[config.mk]
export PLATFORM = sky130hd
export DESIGN_NAME = radix3_bfly_sched
export DESIGN_NICKNAME = d
export VERILOG_FILES = /design/src/rtl/radix3_pkg.sv /design/src/rtl/radix3_out_ser.sv /design/src/rtl/radix3_bfly_sched.sv
export SDC_FILE = /design/constraint.sdc
export NUM_CORES = 1
export LEC_CHECK = 0
export ABC_AREA = 1
export BUFFER_PORTS_ARGS = -buffer_cell sky130_fd_sc_hd__buf_2
export CORE_UTILIZATION = 35
export CTS_BUF_LIST = sky130_fd_sc_hd__clkbuf_16
export CTS_CLUSTER_DIAMETER = 30
export DETAILED_ROUTE_END_ITERATION = 10
export PLACE_DENSITY_LB_ADDON = 0.05
export SYNTH_ARGS = -nofsm -noshare
export SYNTH_HDL_FRONTEND = slang
export SYNTH_SLANG_ARGS = --single-unit
export TNS_END_PERCENT = 20
[constraint.sdc]
create_clock -name clk -period 5.31 [get_ports clk]
set_input_delay 0.2655 -clock clk [delete_from_list [all_inputs] [get_ports clk]]
set_output_delay 0.2655 -clock clk [all_outputs]
set_load 0.005 [all_outputs]
[src/rtl/radix3_pkg.sv]
// Shared types and constants for the radix-3 butterfly scheduler.
// Holds the FSM state encoding, the complex sample struct, the default word
// width and the out_idx encodings used by the scheduler and its serializer.
package radix3_pkg;

  // IEEE-754 single-precision word width.
  localparam int RADIX3_DW = 32;

  typedef enum logic [1:0] {
    COLLECT = 2'd0,
    WAIT    = 2'd1,
    DRAIN   = 2'd2
  } state_t;

  typedef struct packed {
    logic [RADIX3_DW-1:0] re;
    logic [RADIX3_DW-1:0] img;
  } cplx_t;

  // out_idx values: which butterfly output is being presented.
  localparam logic [1:0] IDX_AO = 2'd0;
  localparam logic [1:0] IDX_BO = 2'd1;
  localparam logic [1:0] IDX_CO = 2'd2;

endpackage

[src/rtl/radix3_out_ser.sv]
// Output serializer: captures the three butterfly results in one edge and
// presents them one per out_valid/out_ready handshake (ao, bo, co order).
// Ports: cap_i loads results and raises out_valid; done_o pulses on the final
// handshake. Data and index hold stable while out_valid is stalled.
module radix3_out_ser
  import radix3_pkg::*;
#(
  parameter int DW = RADIX3_DW
) (
  input  logic          clk,
  input  logic          rst,
  input  logic          cap_i,
  input  logic [DW-1:0] ao_re_i,
  input  logic [DW-1:0] ao_img_i,
  input  logic [DW-1:0] bo_re_i,
  input  logic [DW-1:0] bo_img_i,
  input  logic [DW-1:0] co_re_i,
  input  logic [DW-1:0] co_img_i,
  input  logic          out_ready_i,
  output logic          out_valid_o,
  output logic [DW-1:0] out_re_o,
  output logic [DW-1:0] out_img_o,
  output logic [1:0]    out_idx_o,
  output logic          done_o
);

  logic [DW-1:0] res_re_q  [3];
  logic [DW-1:0] res_img_q [3];
  logic [1:0]    oidx_q, oidx_d;
  logic          vld_q, vld_d;
  logic          hs;

  assign hs     = vld_q & out_ready_i;
  assign done_o = hs & (oidx_q == IDX_CO);

  always_comb begin
    oidx_d = oidx_q;
    vld_d  = vld_q;
    if (cap_i) begin
      vld_d  = 1'b1;
      oidx_d = IDX_AO;
    end else if (hs) begin
      if (oidx_q == IDX_CO) begin
        vld_d  = 1'b0;
        oidx_d = IDX_AO;
      end else begin
        oidx_d = oidx_q + 2'd1;
      end
    end
  end

  always_ff @(posedge clk) begin
    if (rst) begin
      vld_q  <= 1'b0;
      oidx_q <= IDX_AO;
      for (int i = 0; i < 3; i++) begin
        res_re_q[i]  <= '0;
        res_img_q[i] <= '0;
      end
    end else begin
      vld_q  <= vld_d;
      oidx_q <= oidx_d;
      if (cap_i) begin
        res_re_q[0]  <= ao_re_i;
        res_img_q[0] <= ao_img_i;
        res_re_q[1]  <= bo_re_i;
        res_img_q[1] <= bo_img_i;
        res_re_q[2]  <= co_re_i;
        res_img_q[2] <= co_img_i;
      end
    end
  end

  // Output mux keyed only by registered state, so it cannot glitch while stalled.
  always_comb begin
    case (oidx_q)
      IDX_BO: begin
        out_re_o  = res_re_q[1];
        out_img_o = res_img_q[1];
      end
      IDX_CO: begin
        out_re_o  = res_re_q[2];
        out_img_o = res_img_q[2];
      end
      default: begin
        out_re_o  = res_re_q[0];
        out_img_o = res_img_q[0];
      end
    endcase
  end

  assign out_valid_o = vld_q;
  assign out_idx_o   = oidx_q;

endmodule

[src/rtl/radix3_bfly_sched.sv]
// Radix-3 butterfly scheduler: collects three serial complex samples, drives
// them to an external butterfly, waits BF_LAT clocks, then serializes the
// three results. No arithmetic on samples. Ports: in_* serial input handshake,
// bf_* operand drive, bf_*o results, out_* serial output with index,
// busy (WAIT/DRAIN), frame_cnt (frames completed). Optional feature macro:
// RADIX3_FRAME_CNT_EN enables the 16-bit wrapping frame counter; otherwise
// frame_cnt is tied to 0. BF_LAT legal range is 1..15.
module radix3_bfly_sched
  import radix3_pkg::*;
#(
  parameter int BF_LAT = 4,
  parameter int DW     = RADIX3_DW
) (
  input  logic          clk,
  input  logic          rst,
  input  logic          in_valid,
  output logic          in_ready,
  input  logic [DW-1:0] in_re,
  input  logic [DW-1:0] in_img,
  output logic [DW-1:0] bf_a_re,
  output logic [DW-1:0] bf_a_img,
  output logic [DW-1:0] bf_b_re,
  output logic [DW-1:0] bf_b_img,
  output logic [DW-1:0] bf_c_re,
  output logic [DW-1:0] bf_c_img,
  input  logic [DW-1:0] bf_ao_re,
  input  logic [DW-1:0] bf_ao_img,
  input  logic [DW-1:0] bf_bo_re,
  input  logic [DW-1:0] bf_bo_img,
  input  logic [DW-1:0] bf_co_re,
  input  logic [DW-1:0] bf_co_img,
  output logic          out_valid,
  input  logic          out_ready,
  output logic [DW-1:0] out_re,
  output logic [DW-1:0] out_img,
  output logic [1:0]    out_idx,
  output logic          busy,
  output logic [15:0]   frame_cnt
);

  localparam logic [3:0] WCNT_LAST = 4'(BF_LAT - 1);

  state_t        state_q, state_d;
  logic [1:0]    k_q, k_d;
  logic [3:0]    wcnt_q, wcnt_d;
  logic          ld_a, ld_b, launch, cap, ser_done;
  logic [DW-1:0] slot_a_re_q, slot_a_img_q, slot_b_re_q, slot_b_img_q;

  always_comb begin
    state_d  = state_q;
    k_d      = k_q;
    wcnt_d   = wcnt_q;
    in_ready = 1'b0;
    ld_a     = 1'b0;
    ld_b     = 1'b0;
    launch   = 1'b0;
    cap      = 1'b0;
    case (state_q)
      COLLECT: begin
        // Held low during reset so nothing is accepted on a reset edge.
        in_ready = ~rst;
        if (in_valid && !rst) begin
          case (k_q)
            2'd0: begin
              ld_a = 1'b1;
              k_d  = 2'd1;
            end
            2'd1: begin
              ld_b = 1'b1;
              k_d  = 2'd2;
            end
            default: begin
              launch  = 1'b1;
              k_d     = 2'd0;
              wcnt_d  = '0;
              state_d = WAIT;
            end
          endcase
        end
      end
      WAIT: begin
        wcnt_d = wcnt_q + 4'd1;
        if (wcnt_q == WCNT_LAST) begin
          cap     = 1'b1;
          wcnt_d  = '0;
          state_d = DRAIN;
        end
      end
      DRAIN: begin
        if (ser_done) begin
          state_d = COLLECT;
        end
      end
      default: state_d = COLLECT;
    endcase
  end

  always_ff @(posedge clk) begin
    if (rst) begin
      state_q <= COLLECT;
      k_q     <= '0;
      wcnt_q  <= '0;
    end else begin
      state_q <= state_d;
      k_q     <= k_d;
      wcnt_q  <= wcnt_d;
    end
  end

  // Third sample goes straight to the operand registers alongside slots a/b,
  // so operands change exactly once per triple and then hold.
  always_ff @(posedge clk) begin
    if (rst) begin
      slot_a_re_q  <= '0;
      slot_a_img_q <= '0;
      slot_b_re_q  <= '0;
      slot_b_img_q <= '0;
      bf_a_re      <= '0;
      bf_a_img     <= '0;
      bf_b_re      <= '0;
      bf_b_img     <= '0;
      bf_c_re      <= '0;
      bf_c_img     <= '0;
    end else begin
      if (ld_a) begin
        slot_a_re_q  <= in_re;
        slot_a_img_q <= in_img;
      end
      if (ld_b) begin
        slot_b_re_q  <= in_re;
        slot_b_img_q <= in_img;
      end
      if (launch) begin
        bf_a_re  <= slot_a_re_q;
        bf_a_img <= slot_a_img_q;
        bf_b_re  <= slot_b_re_q;
        bf_b_img <= slot_b_img_q;
        bf_c_re  <= in_re;
        bf_c_img <= in_img;
      end
    end
  end

  radix3_out_ser #(
    .DW(DW)
  ) u_out_ser (
    .clk         (clk),
    .rst         (rst),
    .cap_i       (cap),
    .ao_re_i     (bf_ao_re),
    .ao_img_i    (bf_ao_img),
    .bo_re_i     (bf_bo_re),
    .bo_img_i    (bf_bo_img),
    .co_re_i     (bf_co_re),
    .co_img_i    (bf_co_img),
    .out_ready_i (out_ready),
    .out_valid_o (out_valid),
    .out_re_o    (out_re),
    .out_img_o   (out_img),
    .out_idx_o   (out_idx),
    .done_o      (ser_done)
  );

  assign busy = (state_q != COLLECT);

`ifdef RADIX3_FRAME_CNT_EN
  logic [15:0] frame_cnt_q;

  always_ff @(posedge clk) begin
    if (rst) begin
      frame_cnt_q <= '0;
    end else if (ser_done) begin
      frame_cnt_q <= frame_cnt_q + 16'd1;
    end
  end

  assign frame_cnt = frame_cnt_q;
`else
  assign frame_cnt = '0;
`endif

endmodule

==> results of run 1 <==
-- worst max-delay path, cell delays in order, from the launching register on --
cell,delay (ps)
dfxtp_1,410
inv_1,130
ha_4,950
buf_4,530
nor2_1,100
a31oi_1,160
buf_2,190
-- power by group --
part / switching (mW) / internal, mW / total, mW
clock network: 2.36 / 5.06 / 7.43
registers: 0.0366 / 4.26 / 4.30
logic: 0.317 / 0.274 / 0.590
total: 2.72 / 9.60 / 12.3
-- cells in the final DEF, fill, tap and decap left out, types with 2 or more instances in the layout --
master         synthesis  routed
o21ai_1               34      34
nand3_1              135     134
nand2_2                2       4
a21oi_1              136     136
dfxtp_1              331     331
o21ai_0              163     163
clkinv_2               0      30
clkinv_1               0      23
a31oi_1               64      64
nand4_1                2       2
nor2_1               646     644
inv_6                  1       6
dlygate4sd3_1          0     257
buf_4                 22      17
bufinv_16              0       9
ha_1                   5       2
clkinvlp_4             0       2
clkinv_8               0       6
buf_2                 69     519
buf_12                 0       2
conb_1                 1      16
nand2_1              274     271
diode_2                0       4
clkbuf_16              0     138
edfxtp_1             192     192
inv_1                201     223
nor2_4                 2       4
ha_2                   0       2
-- metrics by stage --
step | instance area, um2 | setup WS, ps | hold WS [ps]
floorplan | 20520 | 1733 | 400.4
global placement | 23350 | 1715 | 448.2
detailed placement | 23350 | 1643 | 452.7
CTS | 30110 | 1762 | 26.06
global route | 30110 | 1606 | 65.19
finish | 30120 | 1848 | 70.16
-- path summary, 6_finish.rpt --
kind	from	end	slack [ps]	depth (start not counted)
max	u_out_ser.out_idx_o[0]	out_re[6]	1850	6
min	in_valid	k_q[0]	70	4
max reg2reg	wcnt_q[0]	u_out_ser.res_re_q[0][69]	2540	6
min reg2reg	slot_a_re_q[18]	slot_a_re_q[18]	460	2
-- flip-flops by register name (all words and copies together), names as in the netlist, 4 cells and up --
name / cells
slot_a_img_q: 32
wcnt_q: 4
slot_b_img_q: 32
slot_a_re_q: 32
u_out_ser.res_re_q: 96
bf_a_re: 32
bf_c_re: 32
bf_a_img: 32
bf_b_re: 32
u_out_ser.res_img_q: 96
slot_b_re_q: 32
bf_b_img: 32
bf_c_img: 32
-- logic make-up (layout without fill, tap and decap cells) --
family          Yosys count  in the layout  synth area share [%]
fa+ha+maj                 5              5                0.3057
simple gates           1064           1064                 20.52
other cells               1             20               0.01832
flops                   523            523                 60.55
buf+inv                 389           1233                 8.498
compound gates          397            397                 10.10
-- per-layer routing --
| metal | part of all wire, % | wire length, um | up-vias |
|---|---|---|---|
| met3 | 7.5 | 5069 | 135 |
| li1 | - | - | 9216 |
| met5 | 0.019 | 13 | - |
| met4 | 3.4 | 2258 | 2 |
| met2 | 48 | 32150 | 521 |
| met1 | 41 | 27870 | 8760 |
-- final cells by class --
type	count	area, um2
Clock buffer	138	3453
Antenna cell	4	10.01
Tap cell	765	957.2
Fill cell	5431	27580
Timing Repair Buffer	795	5338
Sequential cell	523	12390
Clock inverter	96	737.0
Inverter	204	775.7
Multi-Input combinational cell	1482	6456
-- timing repair --
action	4_1_cts	5_1_grt
hold buffers	257	0
buffers inserted	0	0
setup endpoints to repair	0	0
hold endpoints to repair	386	0
==> results.toml, run 1 <==
[sta]
setup_viol = 0
hold_viol = 0
max_slew_margin_pct = 21.10
fin_skew_ps = 33.05
drv_slew = 0
tightest_slew_ps = 1184
fmax_mhz = 288.8
finalSetupTns_ps = 0
rsz0062_at_grt = "no"
period_minus_slack_ps = 3462
post-route-period-util_pct = 65.21

[grt]
grt_max_degree = 193
use_met1_pct = 26.69
top_usage_layer = "met2"
antenna_found_initial = 3
grt_pass1_vias = 18940
grt-ovfl-total = 0
met3_usage_pct = 7.645
use_met2_pct = 36.56
grt_first_pass_wirelength_um = 105300
grtUsageTotal_pct = 22.47

[yosys]
synth_edf_count = 192
ys_types = 25
ys_seq_area_share_pct = 60.55
yosysWarnings = 0
yosysMostFrequentCell = "nor2_1"
netlist_instances = 2379
syn_area_per_cell_um2 = 8.602
ys.flop_type = "dfxtp_1"
synth_area_leader_cell = "dfxtp_1"
postSynth.asyncResetShare_pct = 0
netlist_area_um2 = 20460
ys_ff_latch = 523
synth_area_leaders = "dfxtp_1, edfxtp_1, nor2_1"
synth_top_area_share_pct = 32.38
yosys-top-cells-count = "nor2_1, dfxtp_1, nand2_1"

[finish]
nNetsFinal = 3402
fin_util_pct = 52.20
final_layout_size_suffix_gt1_share_pct = 23.01
syn_to_final_growth_pct = 47.18
fin_cells = 4007

[floorplanning]
die_area_um2 = 59440
core_um2 = 57700
io_pins = 537
rows = 88
initial_core_util_pct = 35.47
fp.dieW_um = 243.8
fp.dieH_um = 243.8

[clocking]
cts_max_path_buffers = 3
htree_num_levels = 4
clock_latency_ps = 690
cts_root_buf = "clkbuf_16"
cts_tree = "done"
cts_resized = 0
clkTransAtPathRegs_ps = 40
numCtsBuffers = 131
clock_sinks = 523

[setup_path]
worstPathRequired_ps = 5040
crit_type = "flip-flop to output port"
end_kind = "output port"
cp_data_arrival_time_ps = 3200
cp_max_fo = 90
crit_path_start_kind = "flip-flop"

[placement]
gp_congestion = 0.8112
place_inst = 3512
post-dp-hpwl_um = 39950
place.port_buffers = 520

[drt]
vias = 18630
wire_per_inst_um = 16.81
drc = 0
first_iter_violations = 970
wl_um = 67370
detail_route.vias_per_cell = 4.650
drtPass1Iterations = 7
antenna_left = 0

[power_and_ir_drop]
power.density_nw_per_um2 = 408.8
p_leak_nw = 14.16
peakVddDrop_mv = 0.2734
total_power_mw = 12.31

[outcome]
status = "complete, no violations"

[worst_hold_path]
hp-class = "primary input to flip-flop"

[job]
maxCapViolations = 0
(Power assumes the default switching activity.)
==> inputs of run 2 (changes only) <==
Clock period 5.31 ns to 2.8 ns, I/O delays scaled along.
==> results.toml, run 2 (synthesis results as in run 1) <==
[drt]
drtPass1Iterations = 5
wire_per_inst_um = 16.88
detail_route.vias_per_cell = 4.635
drc = 0
antenna_left = 0
first_iter_violations = 1025
wl_um = 67900
vias = 18650

[placement]
post-dp-hpwl_um = 40930
place_inst = 3527
gp_congestion = 0.8429
place.port_buffers = 520
placedInstanceArea_um2 = 23610

[finish]
final_common_cell = "nor2_1"
finish.instance_area_um2 = 30700
mostFrequentLayoutCells = "nor2_1, buf_2, dfxtp_1"
fin_cells = 4023
nNetsFinal = 3421
fin_util_pct = 53.22
syn_to_final_growth_pct = 50.04
largestRegisters = "u_out_ser.res_img_q (96), u_out_ser.res_re_q (96)"
final_layout_size_suffix_gt1_share_pct = 23.68

[power_and_ir_drop]
peakVddDrop_mv = 0.5348
total_power_mw = 24.44
power.density_nw_per_um2 = 796.0
p_leak_nw = 14.38

[floorplanning]
die_area_um2 = 59440
core_um2 = 57700
io_pins = 537
initial_core_util_pct = 35.47
fp.dieH_um = 243.8
rows = 88
fp.dieW_um = 243.8

[grt]
grt_max_degree = 193
antenna_found_initial = 4
grt_first_pass_wirelength_um = 104200
grt_pass1_vias = 18650
grtUsageTotal_pct = 22.54
grt-ovfl-total = 0

[clocking]
clock_latency_ps = 690
cts_max_path_buffers = 3
clkTransAtPathRegs_ps = 50
numCtsBuffers = 132
cts_root_buf = "clkbuf_16"
clock_sinks = 523
htree_num_levels = 4
cts_tree = "done"

[setup_path]
cpMaxStageDelayCell = "ha_4"
cp_data_arrival_time_ps = 2490
crit_type = "flip-flop to output port"
path_cells = "inv_1, ha_4, buf_12, nor2_1, a31oi_1, buf_2"
worst-path-buf-inv = 3
crit_path_start_kind = "flip-flop"
cp_top_family = "adder cells"
crit_path_max_incr_delay_ps = 570
end_kind = "output port"
cp_max_fo = 32
worstPathRequired_ps = 2660

[sta]
rsz0062_at_grt = "no"
finalSetupTns_ps = 0
fmax_mhz = 380.1
fin_skew_ps = 30.87
max_slew_margin_pct = 29.83
period_minus_slack_ps = 2631
tightest_slew_ps = 1053
hold_viol = 0
setup_viol = 0
drv_slew = 0
post-route-period-util_pct = 93.96

[outcome]
status = "complete, no violations"

[job]
maxCapViolations = 0

[worst_hold_path]
hp-class = "primary input to flip-flop"
run 2: area by class of cell:
type | count | area [um2]
Inverter | 204 | 775.7
Tap cell | 765 | 957.2
Sequential cell | 523 | 12390
Multi-Input combinational cell | 1482 | 6466
Clock inverter | 97 | 1040
Fill cell | 5427 | 26990
Timing Repair Buffer | 813 | 5640
Clock buffer | 137 | 3428
Antenna cell | 2 | 5.005
run 2: final timing paths:
kind | start | to | slack (ps) | depth (start not counted)
max | u_out_ser.out_idx_o[0] | out_img[6] | 170 | 6
max reg2reg | wcnt_q[0] | u_out_ser.res_re_q[0][20] | 730 | 6
min | in_re[1] | bf_c_re[1] | 270 | 4
min reg2reg | slot_b_img_q[26] | slot_b_img_q[26] | 460 | 2
run 2: layer usage:
layer | vias to the layer above | GRT usage (%) | routed length, um
li1 | 9256 | - | -
met4 | 4 | 10.51 | 2279
met2 | 565 | 36.05 | 31900
met1 | 8684 | 27.67 | 28870
met5 | - | 0 | 22
met3 | 136 | 6.918 | 4831
run 2: tightest hold or removal path, delay by kind of cell:
family / cells / cell delay, ps
simple gates: 2 / 130
buf+inv: 2 / 650
run 2: power by group:
group	switching [mW]	internal (mW)	total, mW
sequential	0.0701	8.08	8.15
combinational	0.624	0.536	1.16
clock	4.54	10.6	15.1
total	5.23	19.2	24.4
run 2: through the flow:
stage                     hold slack [ps]  worst slack (ps)
after floorplan                     274.9             227.9
after global routing                254.7             6.904
after global placement              406.3             781.8
after CTS                           221.1             68.47
after detailed placement            416.3             691.0
final                               266.4             169.2
run 2: what timing repair did:
| item | 4_1_cts | 5_1_grt |
|---|---|---|
| buffers inserted | 1 | 0 |
| endpoints found under the hold margin | 391 | 0 |
| pin swaps | 1 | 0 |
| hold buffers | 259 | 0 |
| setup endpoints to repair | 1 | 1 |
| resized for setup | 0 | 1 |
